$ cat src/rtl/conv_encoder_stream.sv
`default_nettype none
// ============================================================================
//  Module   : conv_encoder_stream
//  Brief    : Streaming rate 1/2 or 1/3 convolutional encoder with runtime
//             polynomials and constraint length, valid/ready in and out.
//             CONV_ENC_TAIL_TERM_EN adds zero-tail termination.
//  Revision : 1.0 - initial release
// ============================================================================
module conv_encoder_stream #(
    parameter int K_MAX       = 9,
    parameter int R_MAX       = 3,
    parameter int IN_W        = 8,
    parameter int FRAME_BEATS = 16
) (
    input  logic                              sys_clk,
    input  logic                              rst,
    input  logic                              i_start,
    input  logic                              i_code_rate,
    input  logic [K_MAX*R_MAX-1:0]            i_gen_poly_flat,
    input  logic [$clog2(K_MAX+1)-1:0]        i_constraint_len,
    input  logic [K_MAX-2:0]                  i_prv_encoder_state,
    input  logic [IN_W-1:0]                   i_data,
    input  logic                              i_valid,
    output logic                              o_ready,
    output logic [R_MAX*IN_W-1:0]             o_data,
    output logic [$clog2(R_MAX*IN_W+1)-1:0]   o_nbits,
    output logic                              o_valid,
    input  logic                              i_ready,
    output logic                              o_last,
    output logic [K_MAX-2:0]                  o_final_state,
    output logic                              o_done
);
    localparam int c_kw  = $clog2(K_MAX+1);
    localparam int c_nbw = $clog2(R_MAX*IN_W+1);
    localparam int c_bw  = $clog2(FRAME_BEATS+1);
    localparam int c_tw  = $clog2(K_MAX+IN_W+1);
    localparam logic [c_kw-1:0] c_k_min     = c_kw'(3);
    localparam logic [c_kw-1:0] c_k_max     = c_kw'(K_MAX);
    localparam logic [c_bw-1:0] c_last_beat = c_bw'(FRAME_BEATS-1);
    localparam logic [c_tw-1:0] c_in_w      = c_tw'(IN_W);

    typedef enum logic [2:0] {
        S_IDLE  = 3'd0,
        S_RUN   = 3'd1,
        S_TAIL  = 3'd2,
        S_FLUSH = 3'd3,
        S_DONE  = 3'd4
    } state_t;

    state_t                r_fsm;
    logic                  r_rate;
    logic [K_MAX-1:0]      r_poly [R_MAX];
    logic [K_MAX-2:0]      r_smask;
    logic [K_MAX-2:0]      r_sr;
    logic [c_bw-1:0]       r_beat;
    logic [c_tw-1:0]       r_tail_left;
    logic [R_MAX*IN_W-1:0] r_data;
    logic [c_nbw-1:0]      r_nbits;
    logic                  r_valid;
    logic                  r_last;
    logic [K_MAX-2:0]      r_final;
    logic                  r_done;

    logic [c_kw-1:0]       w_k;
    logic [K_MAX-1:0]      w_kmask;
    logic [K_MAX-1:0]      w_poly_in [R_MAX];
    logic [R_MAX*IN_W-1:0] w_enc;
    logic [K_MAX-2:0]      w_sr_next;
    logic [c_tw-1:0]       w_nvalid;
    logic [c_nbw-1:0]      w_nbits;
    logic                  w_out_free;
    logic                  w_accept;
    logic                  w_tail_last;

    // Config decode: clamp K, mask polys to K taps, silence inactive streams.
    always_comb begin
        w_k = (i_constraint_len < c_k_min || i_constraint_len > c_k_max) ? c_k_max : i_constraint_len;
        for (int k = 0; k < K_MAX; k++) begin
            w_kmask[k] = (k < int'(w_k));
        end
        for (int j = 0; j < R_MAX; j++) begin
            w_poly_in[j] = (j < (i_code_rate ? 3 : 2)) ? (i_gen_poly_flat[K_MAX*j +: K_MAX] & w_kmask) : '0;
        end
    end

    assign w_out_free  = !r_valid || i_ready;
    assign o_ready     = (r_fsm == S_RUN) && w_out_free;
    assign w_accept    = i_valid && o_ready;
    assign w_tail_last = (r_tail_left <= c_in_w);
    assign w_nvalid    = (r_fsm == S_TAIL && w_tail_last) ? r_tail_left : c_in_w;
    assign w_nbits     = c_nbw'(int'(w_nvalid) * (r_rate ? 3 : 2));

    always_comb begin
        logic [K_MAX-2:0] w_sr_it;
        logic [K_MAX-1:0] w_win;
        logic             w_bit;
        w_sr_it = r_sr;
        w_win   = '0;
        w_bit   = 1'b0;
        w_enc   = '0;
        for (int i = 0; i < IN_W; i++) begin
            w_bit = (r_fsm == S_TAIL) ? 1'b0 : i_data[i];
            w_win = {w_sr_it, w_bit};
            if (i < int'(w_nvalid)) begin
                for (int j = 0; j < R_MAX; j++) begin
                    w_enc[R_MAX*i+j] = ^(w_win & r_poly[j]);
                end
            end
            // Only the K-1 live history bits are kept so a zero tail clears the register.
            w_sr_it = {w_sr_it[K_MAX-3:0], w_bit} & r_smask;
        end
        w_sr_next = w_sr_it;
    end

    always_ff @(posedge sys_clk or negedge rst) begin
        if (!rst) begin
            r_fsm       <= S_IDLE;
            r_rate      <= 1'b0;
            for (int j = 0; j < R_MAX; j++) begin
                r_poly[j] <= '0;
            end
            r_smask     <= '0;
            r_sr        <= '0;
            r_beat      <= '0;
            r_tail_left <= '0;
            r_data      <= '0;
            r_nbits     <= '0;
            r_valid     <= 1'b0;
            r_last      <= 1'b0;
            r_final     <= '0;
            r_done      <= 1'b0;
        end else begin
            r_done <= 1'b0;
            case (r_fsm)
                S_IDLE: begin
                    if (i_start) begin
                        r_rate      <= i_code_rate;
                        r_poly      <= w_poly_in;
                        r_smask     <= w_kmask[K_MAX-1:1];
                        r_sr        <= i_prv_encoder_state & w_kmask[K_MAX-1:1];
                        r_beat      <= '0;
                        r_tail_left <= c_tw'(w_k) - c_tw'(1);
                        r_fsm       <= S_RUN;
                    end
                end
                S_RUN: begin
                    if (w_accept) begin
                        r_data  <= w_enc;
                        r_nbits <= w_nbits;
                        r_valid <= 1'b1;
                        r_sr    <= w_sr_next;
                        r_beat  <= r_beat + 1'b1;
                        r_last  <= 1'b0;
                        if (r_beat == c_last_beat) begin
`ifdef CONV_ENC_TAIL_TERM_EN
                            r_fsm  <= S_TAIL;
`else
                            r_last <= 1'b1;
                            r_fsm  <= S_FLUSH;
`endif
                        end
                    end else if (i_ready) begin
                        r_valid <= 1'b0;
                        r_last  <= 1'b0;
                    end
                end
                S_TAIL: begin
                    if (w_out_free) begin
                        r_data      <= w_enc;
                        r_nbits     <= w_nbits;
                        r_valid     <= 1'b1;
                        r_sr        <= w_sr_next;
                        r_last      <= w_tail_last;
                        r_tail_left <= r_tail_left - c_in_w;
                        if (w_tail_last) begin
                            r_fsm <= S_FLUSH;
                        end
                    end
                end
                S_FLUSH: begin
                    if (r_valid && i_ready) begin
                        r_valid <= 1'b0;
                        r_last  <= 1'b0;
                        r_done  <= 1'b1;
                        r_final <= r_sr;
                        r_fsm   <= S_DONE;
                    end
                end
                S_DONE: begin
                    r_final <= '0;
                    r_fsm   <= S_IDLE;
                end
                default: r_fsm <= S_IDLE;
            endcase
        end
    end

    assign o_data        = r_data;
    assign o_nbits       = r_nbits;
    assign o_valid       = r_valid;
    assign o_last        = r_last;
    assign o_final_state = r_final;
    assign o_done        = r_done;

endmodule
`default_nettype wire

$ cat config.mk
export PLATFORM = sky130hd
export DESIGN_NAME = conv_encoder_stream
export DESIGN_NICKNAME = d
export VERILOG_FILES = /design/src/rtl/conv_encoder_stream.sv
export SDC_FILE = /design/constraint.sdc
export NUM_CORES = 1
export LEC_CHECK = 0
export CORE_ASPECT_RATIO = 0.6
export CORE_MARGIN = 1.5
export CORE_UTILIZATION = 30
export CTS_BUF_LIST = sky130_fd_sc_hd__clkbuf_4
export CTS_CLUSTER_DIAMETER = 80
export DETAILED_ROUTE_END_ITERATION = 10
export SKIP_LAST_GASP = 1
export SLEW_MARGIN = 40
export SYNTH_ARGS = -nofsm -noshare
export SYNTH_HDL_FRONTEND = slang
export SYNTH_SLANG_ARGS = --single-unit
$ cat constraint.sdc
create_clock -name sys_clk -period 3.3 [get_ports sys_clk]
set_input_delay 0.495 -clock sys_clk [delete_from_list [all_inputs] [get_ports sys_clk]]
set_output_delay 0.495 -clock sys_clk [all_outputs]
set_load 0.1 [all_outputs]
Word level (Yosys, flattened, before mapping)
Cells that the tools add are included.

word-level totals
  register bits after elaboration = 97
  logic and storage cells = 195
  input port bits = 53

operators by class
  mux-type cells = 59
  $lt $le $gt $ge = 23
  $mul = 1
  bitwise gates (word level) = 36
  add/sub/neg operators = 3
  equality and inequality tests = 12
  reductions and logical operators = 46

operators by type and width
  cell                                                        count
  AND 9 bit                                                   27
  parity 9 bit                                                24
  AND 8 bit                                                   9
  two-way mux 24 bit                                          2
  case mux 24 bit (2 select lines)                            1
  two-way mux 3 bit                                           14
  two-way mux 5 bit                                           7
  less-than comparator 1 x 32 -> 1 bit, first input constant  1
  less-than comparator 2 x 32 -> 1 bit, first input constant  1
  two-way mux 8 bit                                           4
  case mux 5 bit (2 select lines)                             3
  two-way mux 9 bit                                           3
  case mux 8 bit (3 select lines)                             1
  less-than comparator 3 x 5 -> 1 bit, first input constant   4
  two-way mux 1 bit                                           19
  less-than comparator 3 x 4 -> 1 bit, first input constant   4
  case mux 8 bit (2 select lines)                             1
  case mux 3 bit (4 select lines)                             1
  less-than comparator 1 x 5 -> 1 bit, first input constant   2
  less-than comparator 2 x 5 -> 1 bit, first input constant   2
  inequality test 2 bit, second input constant                5
  AND reduction 3 bit                                         3
  less-than comparator 1 x 4 -> 1 bit, first input constant   2
  less-than comparator 2 x 4 -> 1 bit, first input constant   2
  other kinds (26)                                            38

Depth between registers and ports, before layout
Gate-level depths: netlist of run 1.

  depth in word-level cells = 14
  gate-level depth with buffers = 10
  gate-level depth less buffers = 9

Least setup slack after synthesis of run 1
No wires, ideal clock.

  kind = reg2reg
  start point = register r_valid, in the netlist o_valid
  end point = register r_beat[3]
  slack = -0.748 ns
  cell stages (with the launch flop) = 7
  path buffers = 0
  data arrival time = 3.916 ns
  period minus slack after synthesis = 4.048 ns
  library setup time = 0.132 ns
  cells stage by stage = dfrtp_1 > nor2b_1 > nor3_1 > and2_1 > nand4_1 > xor2_1 > nor2_1

between the ends
  longest elaborated chain between the ends = 6

RTL lines
  item                                    line  text
  start: declaration                      59    logic r_valid;
  start signal: assignment                128   r_valid <= 1'b0;
  start signal: assignment                150   r_valid <= 1'b1;
  start signal: assignment                163   r_valid <= 1'b0;
  logical NOT 1 bit                       86    assign w_out_free = !r_valid || i_ready;
  logical OR 1 bit                        86
  logical AND 1 bit                       87    assign o_ready = (r_fsm == S_RUN) && w_out_free;
  via o_ready                             24    output logic o_ready,
  logical AND 1 bit                       88    assign w_accept = i_valid && o_ready;
  inequality test 2 bit (no source line)  n/a
  AND reduction 3 bit (no source line)    n/a
  end signal: assignment                  152   r_beat <= r_beat + 1'b1;
  end: declaration                        55    logic [c_bw-1:0] r_beat;

The timed path passes the listed nets, and every way through them passes these cells.
A chain may end at the register's enable or synchronous reset.

Final worst setup path of run 1
  start point = register r_smask[3]
  end point = register r_data[19], in the netlist o_data[19]

between the ends
  longest elaborated chain between the ends = 10
  elaborated cells between the ends (all ways) = 11

RTL lines
  item                                   line      text
  start: declaration                     53        logic [K_MAX-2:0] r_smask;
  start signal: assignment               139       r_smask <= w_kmask[K_MAX-1:1];
  AND 8 bit (4 in a row)                 110       w_sr_it = {w_sr_it[K_MAX-3:0], w_bit} & r_smask;
  AND 8 bit *                            110
  AND 9 bit *                            106       w_enc[R_MAX*i+j] = ^(w_win & r_poly[j]);
  parity 9 bit *                         106
  two-way mux 3 bit *                    104       if (i < int'(w_nvalid)) begin
  two-way mux 24 bit (on tied branches)  168, 147
  case mux 24 bit (2 select lines) *     134       case (r_fsm)
  end signal: assignment                 148       r_data <= w_enc;
  end signal: assignment                 169       r_data <= w_enc;
  end: declaration                       57        logic [R_MAX*IN_W-1:0] r_data;

Every way passes the cells marked *; elsewhere a longest branch is shown, timed or not. The select of a mux whose other input is x is not followed.

==> results of run 1 <==
worst paths after layout:
kind	to	startpoint
setup / recovery	o_data[19]$_DFFE_PN0P_	r_smask[3]$_DFFE_PN0P_
setup reg to reg	o_data[19]$_DFFE_PN0P_	r_smask[3]$_DFFE_PN0P_
hold / removal	r_poly[16]$_DFFE_PN0P_	i_gen_poly_flat[16]
hold reg to reg	o_data[11]$_DFFE_PN0P_	o_data[11]$_DFFE_PN0P_
min in group asynchronous	o_nbits[3]$_DFFE_PN0P_	rst
max in group asynchronous	r_sr[6]$_DFFE_PN0P_	rst
routing by layer:
layer / wire (um) / vias to the layer above / share of wire (%)
li1: - / 3437 / -
met1: 15360 / 3650 / 49
met2: 10910 / 427 / 35
met3: 4612 / 32 / 15
met4: 352 / 0 / 1.1
met5: 0 / - / 0
timing repair:
action / in CTS / in global routing
buffers inserted: 0 / 0
setup endpoints to repair: 0 / 0
hold buffers: 1 / 0
hold endpoints to repair: 43 / 0
kinds of logic after synthesis:
group / after synthesis / share of synthesized area, %
mux: 12 / 1.588
xor+xnor: 168 / 21.87
flops: 97 / 31.12
compound gates: 132 / 11.26
simple gates: 448 / 27.16
fa+ha+maj: 11 / 1.861
buf+inv: 100 / 5.134
state kept, by name, summed over array words and instances, names as in the netlist, 3 cells and up:
register and flops:
o_data 24, o_final_state 8, o_nbits 5, r_beat 5, r_fsm 3, r_poly 27
r_smask 8, r_sr 8, r_tail_left 5
critical path: stages (launching register included):
cell,delay (ns)
dfrtp_1,0.65
buf_4,0.35
and4_1,0.62
nand3_1,0.18
xnor2_1,0.36
xnor3_1,0.46
a22o_1,0.20
through the flow:
step,total power [W],hold WS [ns]
after CTS,0.009959,0.4170
after global placement,0.009271,0.4648
after detailed placement,0.009301,0.4695
after floorplan,0.007306,0.1994
after global routing,0.01064,0.4603
final,0.01012,0.4848
cell type report:
cell class | instances | area [um2]
Sequential cell | 97 | 2427
Clock inverter | 6 | 45.04
Clock buffer | 10 | 75.07
Fill cell | 2613 | 16280
Timing Repair Buffer | 133 | 1119
Tap cell | 352 | 440.4
Multi-Input combinational cell | 771 | 4982
Inverter | 6 | 22.52
power by group through the flow:
stage | Clock, W | Combinational (W) | Sequential (W)
5_1_grt | 0.000701 | 0.00719 | 0.00275
3_3_place_gp | 0 | 0.00661 | 0.00266
2_1_floorplan | 0 | 0.00403 | 0.00328
6_report | 0.000625 | 0.00679 | 0.00271
4_1_cts | 0.000660 | 0.00665 | 0.00264
3_5_place_dp | 0 | 0.00663 | 0.00267
cell usage in the layout (no fill, tap or decap), types with 9 or more instances in the layout:
cell type	Yosys	routed
nand2_1	169	169
nand3_1	110	110
xnor2_1	107	107
dfrtp_1	97	97
buf_4	1	71
nor2_1	63	63
clkdlybuf4s50_1	0	51
nand4_1	49	49
xor2_1	44	44
o21ai_0	34	34
a21oi_1	28	28
a22o_1	20	20
xnor3_1	17	17
and4_1	11	11
ha_1	10	10
clkbuf_4	0	10
and3_1	9	9
and2_1	9	9
mux2i_1	9	9
a31oi_1	9	9
buf_2	5	9
==> flow_metrics.env, run 1 <==
export IMPL_syn_nets=1032
export IMPL_r2r_setup_slack_ns=0.37
export IMPL_ys_flop_type="dfrtp_1"
export IMPL_p_seq_share_pct=26.8
export IMPL_io_pins=94
export IMPL_antenna_found_initial=0
export IMPL_yosys_top_cells_count="nand2_1, nand3_1, xnor2_1"
export IMPL_drt_wirelength_per_cell_um=22.72
export IMPL_cp_start_kind="register"
export IMPL_setup_tns_final_ns=0
export IMPL_drtIter0Drc=851
export IMPL_rr_worst_depth=6
export IMPL_fmax_ghz=0.3412
export IMPL_clockRootBuffer="clkbuf_4"
export IMPL_path_class="register to register"
export IMPL_yosys_top_cells_area="dfrtp_1, xnor2_1, nand2_1"
export IMPL_dp_hpwl_mm=23.36
export IMPL_clk_latency_ns=0.54
export IMPL_portBuffers=93
export IMPL_synth_area_um2=7799
export IMPL_min_period_over_period_pct=88.82
export IMPL_num_rows=45
export IMPL_switching_share_pct=58.61
export IMPL_p_clk_share_pct=6.2
export IMPL_combPwrFrac_pct=67.1
export IMPL_cts_buffers_inserted=9
export IMPL_die_area_um2=27000
export IMPL_ir_drop_v=0.0007216
export IMPL_worstPathArrival_ns=3.37
export IMPL_htree_levels=3
export IMPL_p_per_area_nw_per_um2=1111
export IMPL_areaGrowthSynthToFinish_pct=16.83
export IMPL_worst_path_max_fanout=22
export IMPL_intPower_w=0.004188
export IMPL_avgSynthCellArea_um2=8.057
export IMPL_overflow=0
export IMPL_vias_per_cell=5.488
export IMPL_rsz0062_at_grt="no"
export IMPL_grtUsageTotal_pct=23.59
export IMPL_hold_class="input port to register"
export IMPL_hold_violations=0
export IMPL_drt_wl_total_mm=31.24
export IMPL_grt_pass1_wl_mm=46.36
export IMPL_clockBufferDepth=2
export IMPL_synth_top_cell_area_share_pct=31.12
export IMPL_grt_use_met1_pct=36.92
export IMPL_top_usage_layer="met1"
export IMPL_cts_repair_resized=0
export IMPL_final_util_pct=35.88
export IMPL_synth_edf_count=0
export IMPL_yosysTopAreaCell="dfrtp_1"
export IMPL_dr_pass1_iters=5
export IMPL_crit_path_end_kind="register"
export IMPL_drv_slew=0
export IMPL_setup_slack_ns=0.3689
export IMPL_die_h_um=127.9
export IMPL_grt_max_degree=55
export IMPL_num_vias=7546
export IMPL_yosysMostFrequentCell="nand2_1"
export IMPL_ant_nets=0
export IMPL_fp_dieW_um=211.2
export IMPL_setup_violations=0
export IMPL_synthCells=968
export IMPL_grtUsageMet3_pct=11.12
export IMPL_diodes=0
export IMPL_status="finished, final reports clean"
export IMPL_cts_tree="built"
export IMPL_core_area_um2=25390
export IMPL_finClkSkew_ns=0.01202
export IMPL_numPlacedInstances=1358
export IMPL_grt_pass1_vias=6883
export IMPL_start_util_pct=30.71
export IMPL_power_leakage_nw=3.689
export IMPL_gp_congestion=0.9694
export IMPL_drive_gt1_share_pct=10.26
export IMPL_crit_required_ns=3.74
export IMPL_switchingPower_w=0.005930
export IMPL_clkTransAtPathRegs_ns=0.16
export IMPL_pre_cts_ws_ns=0.3940
export IMPL_fin_area_um2=9111
export IMPL_fin_cells=1375
export IMPL_async_reset_ff_share_pct=100.0
export IMPL_dpl_cell_area_um2=8975
export IMPL_yosysUniqueCellTypes=56
export IMPL_drcViolationCount=0
export IMPL_worst_pin_slew_ns=0.7319
export IMPL_cts_sink_count=97
export IMPL_nNetsFinal=1082
export IMPL_ys_seq_area_share_pct=31.12
export IMPL_maxCapViolCount=0
export IMPL_slew_headroom_pct=50.86
export IMPL_grtUsageMet2_pct=27.79
export IMPL_layout_min_cycle_time_ns=2.931
export IMPL_hold_path_depth=3
export IMPL_ys_ff_latch=97
export IMPL_yosys_warnings=0
No activity file was read; power rests on OpenSTA's default activity.
==> run 2: changes to the inputs <==
--- a/config.mk
+++ b/config.mk
@@ -5,6 +5,7 @@
 export SDC_FILE = /design/constraint.sdc
 export NUM_CORES = 1
 export LEC_CHECK = 0
+export CAP_MARGIN = 5
 export CORE_ASPECT_RATIO = 0.6
 export CORE_MARGIN = 1.5
 export CORE_UTILIZATION = 30
==> results of run 2 <==
Final layout, timing and power as in run 1 (identical DEF).
